## src/rtl/axi4_lite_bram_bridge_p.sv

```systemverilog
// AXI4-Lite slave to single-port BRAM bridge: one-entry AW/W/AR holding registers,
// write/read round-robin, address-window decode with SLVERR and a saturating error count.
module axi4_lite_bram_bridge_p #(
  parameter int                DATA_W      = 32,
  parameter int                ADDR_W      = 32,
  parameter int                BRAM_ADDR_W = 12,
  parameter logic [ADDR_W-1:0] BASE_ADDR   = '0,
  parameter int                RD_LAT      = 1
) (
  input  logic                   ACLK,
  input  logic                   ARESETn,
  input  logic                   AW_VALID,
  output logic                   AW_READY,
  input  logic [ADDR_W-1:0]      AW_ADDR,
  input  logic                   W_VALID,
  output logic                   W_READY,
  input  logic [DATA_W-1:0]      W_DATA,
  input  logic [DATA_W/8-1:0]    W_STRB,
  output logic                   B_VALID,
  input  logic                   B_READY,
  output logic [1:0]             B_RESP,
  input  logic                   AR_VALID,
  output logic                   AR_READY,
  input  logic [ADDR_W-1:0]      AR_ADDR,
  output logic                   R_VALID,
  input  logic                   R_READY,
  output logic [DATA_W-1:0]      R_DATA,
  output logic [1:0]             R_RESP,
  output logic                   SLAVE_EN,
  output logic [DATA_W/8-1:0]    SLAVE_WE,
  output logic [BRAM_ADDR_W-1:0] SLAVE_ADDR,
  output logic [DATA_W-1:0]      SLAVE_DIN,
  input  logic [DATA_W-1:0]      SLAVE_DOUT,
  output logic [7:0]             ERR_COUNT
);

  localparam int STRB_W = DATA_W / 8;
  localparam int OFF_W  = $clog2(STRB_W);
  localparam logic [ADDR_W:0] WIN_BYTES = {{ADDR_W{1'b0}}, 1'b1} << (OFF_W + BRAM_ADDR_W);
  localparam logic [1:0] RESP_OKAY   = 2'b00;
  localparam logic [1:0] RESP_SLVERR = 2'b10;

  typedef enum logic {GNT_WR = 1'b0, GNT_RD = 1'b1} grant_e;

  logic                aw_full, w_full, ar_full;
  logic [ADDR_W-1:0]   aw_addr_q, ar_addr_q;
  logic [DATA_W-1:0]   w_data_q;
  logic [STRB_W-1:0]   w_strb_q;
  logic [RD_LAT-1:0]   pipe_v, pipe_e;
  grant_e              last_grant, last_grant_d;
  logic                wr_elig, rd_elig, issue_wr, issue_rd;
  logic [ADDR_W-1:0]   aw_off, ar_off;
  logic                aw_in, ar_in;
  logic                b_valid, r_valid;
  logic [1:0]          b_resp, r_resp;
  logic [DATA_W-1:0]   r_data;
  logic [7:0]          err_count;

  // Unsigned wrap pushes addresses below BASE_ADDR far above the window.
  assign aw_off = aw_addr_q - BASE_ADDR;
  assign ar_off = ar_addr_q - BASE_ADDR;
  assign aw_in  = {1'b0, aw_off} < WIN_BYTES;
  assign ar_in  = {1'b0, ar_off} < WIN_BYTES;

  assign AW_READY  = ~aw_full;
  assign W_READY   = ~w_full;
  assign AR_READY  = ~ar_full;
  assign B_VALID   = b_valid;
  assign B_RESP    = b_resp;
  assign R_VALID   = r_valid;
  assign R_DATA    = r_data;
  assign R_RESP    = r_resp;
  assign ERR_COUNT = err_count;

  // NOTE: every output of this block gets a default first, so no latch is inferred.
  always_comb begin
    wr_elig      = aw_full & w_full & ~b_valid;
    rd_elig      = ar_full & ~(|pipe_v) & ~r_valid;
    issue_wr     = wr_elig & (~rd_elig | (last_grant == GNT_RD));
    issue_rd     = rd_elig & ~issue_wr;
    last_grant_d = last_grant;
    SLAVE_EN     = 1'b0;
    SLAVE_WE     = '0;
    SLAVE_ADDR   = '0;
    SLAVE_DIN    = '0;
    if (issue_wr) begin
      last_grant_d = GNT_WR;
      if (aw_in) begin
        SLAVE_EN   = 1'b1;
        SLAVE_WE   = w_strb_q;
        SLAVE_ADDR = aw_off[OFF_W +: BRAM_ADDR_W];
        SLAVE_DIN  = w_data_q;
      end
    end else if (issue_rd) begin
      last_grant_d = GNT_RD;
      if (ar_in) begin
        SLAVE_EN   = 1'b1;
        SLAVE_ADDR = ar_off[OFF_W +: BRAM_ADDR_W];
      end
    end
  end

  // NOTE: payload registers carry no reset; the full flags alone say whether they hold anything.
  always_ff @(posedge ACLK) begin
    if (AW_VALID && !aw_full) aw_addr_q <= AW_ADDR;
    if (W_VALID && !w_full) begin
      w_data_q <= W_DATA;
      w_strb_q <= W_STRB;
    end
    if (AR_VALID && !ar_full) ar_addr_q <= AR_ADDR;
  end

  always_ff @(posedge ACLK) begin
    if (!ARESETn) begin
      aw_full    <= 1'b0;
      w_full     <= 1'b0;
      ar_full    <= 1'b0;
      pipe_v     <= '0;
      pipe_e     <= '0;
      last_grant <= GNT_RD;
      b_valid    <= 1'b0;
      b_resp     <= RESP_OKAY;
      r_valid    <= 1'b0;
      r_resp     <= RESP_OKAY;
      r_data     <= '0;
      err_count  <= '0;
    end else begin
      last_grant <= last_grant_d;

      if (AW_VALID && !aw_full) aw_full <= 1'b1;
      else if (issue_wr)        aw_full <= 1'b0;
      if (W_VALID && !w_full)   w_full  <= 1'b1;
      else if (issue_wr)        w_full  <= 1'b0;
      if (AR_VALID && !ar_full) ar_full <= 1'b1;
      else if (issue_rd)        ar_full <= 1'b0;

      if (issue_wr) begin
        b_valid <= 1'b1;
        b_resp  <= aw_in ? RESP_OKAY : RESP_SLVERR;
      end else if (b_valid && B_READY) begin
        b_valid <= 1'b0;
      end

      pipe_v[0] <= issue_rd;
      pipe_e[0] <= issue_rd & ~ar_in;
      for (int i = 1; i < RD_LAT; i++) begin
        pipe_v[i] <= pipe_v[i-1];
        pipe_e[i] <= pipe_e[i-1];
      end

      // The last pipe stage lines up with SLAVE_DOUT for the issued address.
      if (pipe_v[RD_LAT-1]) begin
        r_valid <= 1'b1;
        r_data  <= pipe_e[RD_LAT-1] ? '0 : SLAVE_DOUT;
        r_resp  <= pipe_e[RD_LAT-1] ? RESP_SLVERR : RESP_OKAY;
      end else if (r_valid && R_READY) begin
        r_valid <= 1'b0;
      end

      if (((issue_wr && !aw_in) || (issue_rd && !ar_in)) && (err_count != 8'hFF))
        err_count <= err_count + 8'd1;
    end
  end

endmodule

```

## config.mk

```make
export PLATFORM = sky130hd
export DESIGN_NAME = axi4_lite_bram_bridge_p
export DESIGN_NICKNAME = d
export VERILOG_FILES = /design/src/rtl/axi4_lite_bram_bridge_p.sv
export SDC_FILE = /design/constraint.sdc
export NUM_CORES = 1
export LEC_CHECK = 0
export ABC_AREA = 1
export CAP_MARGIN = 15
export CORE_MARGIN = 8
export CORE_UTILIZATION = 40
export CTS_BUF_LIST = sky130_fd_sc_hd__clkbuf_8
export CTS_CLUSTER_SIZE = 25
export DETAILED_ROUTE_END_ITERATION = 10
export PLACE_DENSITY = 0.78
export SETUP_SLACK_MARGIN = 0.4
export SYNTH_ARGS = -nofsm -noshare
export SYNTH_HDL_FRONTEND = slang
export SYNTH_SLANG_ARGS = --single-unit
```

## constraint.sdc

```tcl
create_clock -name ACLK -period 2.3 [get_ports ACLK]
set_input_delay 0.46 -clock ACLK [delete_from_list [all_inputs] [get_ports ACLK]]
set_output_delay 0.46 -clock ACLK [all_outputs]
set_load 0.005 [all_outputs]
```

[Yosys cells after proc, flatten, opt, wreduce, memory -nomap -nowiden]
Cells that the tools add are included.
Widths: inputs -> output; s select.
Word-level totals
  register bits after elaboration: 152
  output and inout port bits: 98
  bits of input ports: 139
  ROM bits: 0
  memories: 0
  memory bits (writable): 0
  bits in latches: 0
Cells by class
  muxes and demuxes: 26
  reduce and logical (&&, ||, !) cells: 20
  magnitude comparators: 2
  divide/modulo/power cells: 0
  add/subtract/negate cells: 1
  multipliers: 0
  shifts and indexed selects: 0
  bitwise logic cells: 17
  equality and inequality tests: 1
Operators by type and width (number)
  $mux 32: 3
  $lt 32x15->1 const B: 2
  $mux 12: 4
  $mux 1: 15
  $reduce_bool 2->1: 6
  $not 1->1: 9
  $add 8x1->8 const B: 1
  $logic_and 1x1->1: 8
  $mux 4: 2
  $ne 8x8->1 const B: 1
  $and 1x1->1: 7
  $logic_not 1->1: 5
  $mux 2: 2
  $logic_or 1x1->1: 1
  $or 1x1->1: 1

[Depth between registers and ports, before layout]
  depth after elaboration: 11
  gate-level depth with buffers: 9
  gate-level depth less buffers: 9

[Worst setup path before layout]
No wires, ideal clock.
  path type: input port to flip-flop
  start point: input port AW_VALID
  end point: register aw_addr_q[10] (enable)
  slack: 0.103 ns
  required time: 1.882 ns
  stages on the path: 2
  arrival: 1.779 ns
  path buffers: 0
  setup time: 0.418 ns
  cells stage by stage: inv_1 -> nor2_1
On the way
  word-level cells in the longest chain between the ends: 1
RTL lines
  from (decl): line 12  | input logic AW_VALID,
  $logic_and 1x1->1: line 105  | if (AW_VALID && !aw_full) aw_addr_q <= AW_ADDR;
  to (signal assigned): line 105
  to (decl): line 46  | logic [ADDR_W-1:0] aw_addr_q, ar_addr_q;
No other way between the ends.
A chain may end at the register's enable or synchronous reset.

[Final worst setup path]
  start point: register aw_addr_q[24]
  end point: output port SLAVE_DIN[12]
On the way
  word-level cells in the longest chain between the ends: 3
RTL lines
  $lt 32x15->1: line 62  | assign aw_in = {1'b0, aw_off} < WIN_BYTES;
  $mux 32: line 88  | if (aw_in) begin
  $mux 32: line 86  | if (issue_wr) begin
  to (decl): line 32  | output logic [DATA_W-1:0] SLAVE_DIN,
No other way between the ends.

==> results.md <==
- Critical setup path kind: reg -> out
- Remaining global-route overflow: 0
- Proportion of power drawn by combinational gates: 10.1%
- Synthesized instance count: 493
- Core occupancy in the finished layout: 62.6%
- Number of cells on the worst hold path: 2
- Synthesis Warnings: 0
- Max Fanout on Critical Path: 7
- Part of the power in the clock network: 36.8%
- Core outline area: 14400 µm²
- Run status: complete, but fails checks
- ANT nets after route: 0
- Routability Congestion: 0.789
- Worst-case hold path end point: R_DATA[22]
- Worst Setup Slack, final: -0.212 ns
- Top_reg_cell synth: edfxtp_1
- Chip width: 136 µm
- Number of H-tree levels: 4
- Number of maximum-capacitance violations: 0
- Flip-flop and latch count after synthesis: 146
- Worst vdd ir: 380 µV
- Initial antenna violation count: 0
- Die Footprint: 18600 µm²
- Pleak: 3.50 nW
- Setup TNS: -5.82 ns
- Number of enable flip-flop cells after synthesis: 96
- Root buffer selected by CTS: clkbuf_8
- Count of final hold-check violations: 0
- Worst setup path startpoint: aw_addr_q[24]
- Number of buffers inserted by port buffering: 230
- Average via count per standard cell: 4.49
- Time the final worst path needs with I/O delays and setup: 2.51 ns
- Detailed Route WL: 14.9 mm
- Switching power of the nets: 0.00122 W
- Endpoint class of the critical path: output pin
- CTS Sinks: 146
- Actual transition at the worst max-transition pin: 0.537 ns
- Unique masters post-synth: 35
- Largest net degree at the start of global routing: 41
- Via count of the first global-routing pass: 4337
- Overall track demand over capacity in global routing: 15.7%
- Half-perimeter wire length of the detailed placement result: 11.0 mm
- Die height: 136 µm
- Setup violation total in the final timing report: 49
- Worst endpoint data arrival time: 2.05 ns
- Fraction of the cycle the final worst path needs: 109%
- Global-route wire length before repair: 22.3 mm
- Flop-to-flop setup slack: 0.64 ns
- Number of buffers created by CTS: 17
- Antenna Diode Count: 0
- Worst r2r path cells: 10
- Pwr dens: 632 nW/µm²
- Sort of element at the start of the critical path: flip-flop
- Post-DP Area: 8400 µm²
- First DRT Iteration DRCs: 245
- DRC violations left: 0
- Relative slew slack: 64.2%
- Proportion of synthesized chip area in sequential cells: 67.0%
- Path category of the worst min-delay check: reg -> reg
- Hold path startpoint: R_DATA[22]
- Fraction of final layout cells sized beyond drive strength 1: 25.0%
- Max Clock Skew: 0.00800 ns
- Initial core utilization: 40.4%
- Area of all placed cells without fillers: 8990 µm²
- Boundary pin count: 237
- Synth Cell Area: 5800 µm²
- Clock latency on the worst-skew pair: 0.43 ns
- Clock slew seen by the registers of the worst setup and hold paths: 0.07 ns
- Fraction of registers with async set/reset: 0%
- Syn-to-layout area delta: 55.0%
- Placement Rows: 44
- Number of iterations in the first detailed-routing pass: 6
- Fmax: 398 MHz
- CTS tree: yes
- Number of slew-limit violations in the final report: 0
- Sequential power share: 53.1%
- Mean instance size in the synthesized netlist: 11.8 µm²
- Cell-internal power: 0.00446 W
- Wire per inst: 15.6 µm
- Critical register-to-register path startpoint: aw_addr_q[24]
- Switching power as a share of total power: 21.4%
- Required time worst endpoint: 1.84 ns
- R2R Path End: ERR_COUNT[1]
- Failing checks: setup timing
- Unrepaired setup endpoints after global routing: yes
- Vias after detailed routing: 4287
- Fin nets: 898
- Maximum buffer depth of the clock tree: 2
- Total power of the final layout: 0.00568 W
per-layer routing:
layer  vias to the layer above  share of wire (%)  global-route usage (%)  wire [µm]
li1                       2133                  -                       -          -
met1                      1980                 40                    17.8       5950
met2                       165                 51                    26.8       7560
met3                         9                8.2                    5.73       1230
met4                         0                1.2                    5.67        172
met5                         -                  0                       0          0
per-stage QoR:
stage               setup WS, ns  std cells  hold slack, ns
floorplan                  0.569        494           0.453
detailed placement       -0.0635        904           0.459
finish                    -0.212        955           0.470
CTS                       -0.267        951           0.470
global placement         -0.0112        904           0.453
global route              -0.315        955           0.485
cell type report:
| cell class | instances | area, µm² |
|---|---|---|
| repair inverters | 1 | 16.3 |
| multi-input cells | 277 | 1630 |
| fillers | 1116 | 5380 |
| well taps | 184 | 230 |
| clock inverters | 11 | 133 |
| clock buffers | 21 | 289 |
| repair buffers | 262 | 2580 |
| flip-flops and latches | 146 | 3890 |
| inverters | 53 | 211 |
how the worst max path moves through the flow:
stage and endpoint:
6_report SLAVE_DIN[12], 4_1_cts SLAVE_DIN[12], 5_1_grt SLAVE_DIN[12], 2_1_floorplan SLAVE_DIN[10]
3_3_place_gp SLAVE_DIN[18], 3_5_place_dp SLAVE_DIN[18]
synth_stat cells (2+ instances only):
cell | instances | area share, %
nand2_1 | 107 | 6.9
edfxtp_1 | 96 | 50
dfxtp_1 | 50 | 17
inv_1 | 49 | 3.2
a21oi_1 | 37 | 3.2
nor2_4 | 33 | 6.4
nor2_1 | 31 | 2.0
nand3_1 | 25 | 2.2
a21oi_2 | 8 | 1.2
nand2_2 | 8 | 0.86
buf_2 | 5 | 0.43
buf_1 | 4 | 0.26
buf_12 | 3 | 1.0
clkbuf_1 | 3 | 0.19
inv_2 | 3 | 0.19
nand2_4 | 3 | 0.58
o21ai_0 | 3 | 0.26
xor2_1 | 3 | 0.45
and2_1 | 2 | 0.22
buf_4 | 2 | 0.26
nand3_4 | 2 | 0.60
nor2_2 | 2 | 0.22
xnor2_1 | 2 | 0.30
state kept, by name, indices dropped and copies added, names as in the netlist:
name        cells
w_strb_q        4
pipe_e          1
ar_addr_q      30
B_RESP          1
last_grant      1
B_VALID         1
R_RESP          1
aw_full         1
R_DATA         32
aw_addr_q      30
ar_full         1
w_data_q       32
ERR_COUNT       8
pipe_v          1
w_full          1
R_VALID         1
cells in the final DEF (no fill, tap or decap), types with 3 or more instances in the layout:
master | Yosys | final
nor2_2 | 2 | 4
clkdlybuf4s15_2 | 0 | 5
nand3_1 | 25 | 25
nor2_1 | 31 | 23
buf_2 | 5 | 29
buf_12 | 3 | 9
nand2_4 | 3 | 3
clkdlybuf4s50_1 | 0 | 179
dfxtp_1 | 50 | 43
a21oi_2 | 8 | 8
buf_6 | 1 | 18
bufinv_16 | 0 | 3
buf_4 | 2 | 18
nand2_2 | 8 | 8
edfxtp_1 | 96 | 96
clkinv_2 | 0 | 5
nor2_4 | 33 | 39
nand2_1 | 107 | 107
inv_1 | 49 | 50
clkbuf_8 | 0 | 21
inv_2 | 3 | 3
dfxtp_2 | 0 | 6
a21oi_1 | 37 | 37
xor2_1 | 3 | 3
worst max-delay path, cell delays in order (launching register included):
cell and delay, ns:
edfxtp_1 0.37, or2_4 0.26, nor2_4 0.12, nand3_4 0.11, nor2_8 0.12, buf_12 0.13
inv_12 0.04, buf_12 0.12, buf_8 0.13, nor2_4 0.08, buf_2 0.12
power groups by stage:
stage / clock network, W / logic (W) / registers (W)
final: 0.00209 / 0.000575 / 0.00301
after global routing: 0.00226 / 0.000622 / 0.00303
after CTS: 0.00215 / 0.000582 / 0.00301
after detailed placement: 0 / 0.000576 / 0.00307
after global placement: 0 / 0.000559 / 0.00307
after floorplan: 0 / 0.000202 / 0.00307
cell families after synthesis:
kind of cell	count (synthesis)	share of synthesized area, %
AND/OR/NAND/NOR	219	21.2
flip-flops	146	67.0
buffers and inverters	71	5.89
AO/OA/AOI/OAI	50	4.92
XOR/XNOR	5	0.755
adder cells (fa/ha/maj)	1	0.216
other	1	0.0646
repair_timing:
action | 4_1_cts | 5_1_grt
resized for setup | 216 | 24
hold buffers | 0 | 0
setup endpoints to repair | 55 | 53
buffers inserted | 13 | 4
gates cloned | 2 | 0
pin swaps | 5 | 10
No activity file was read; power rests on OpenSTA's default activity.
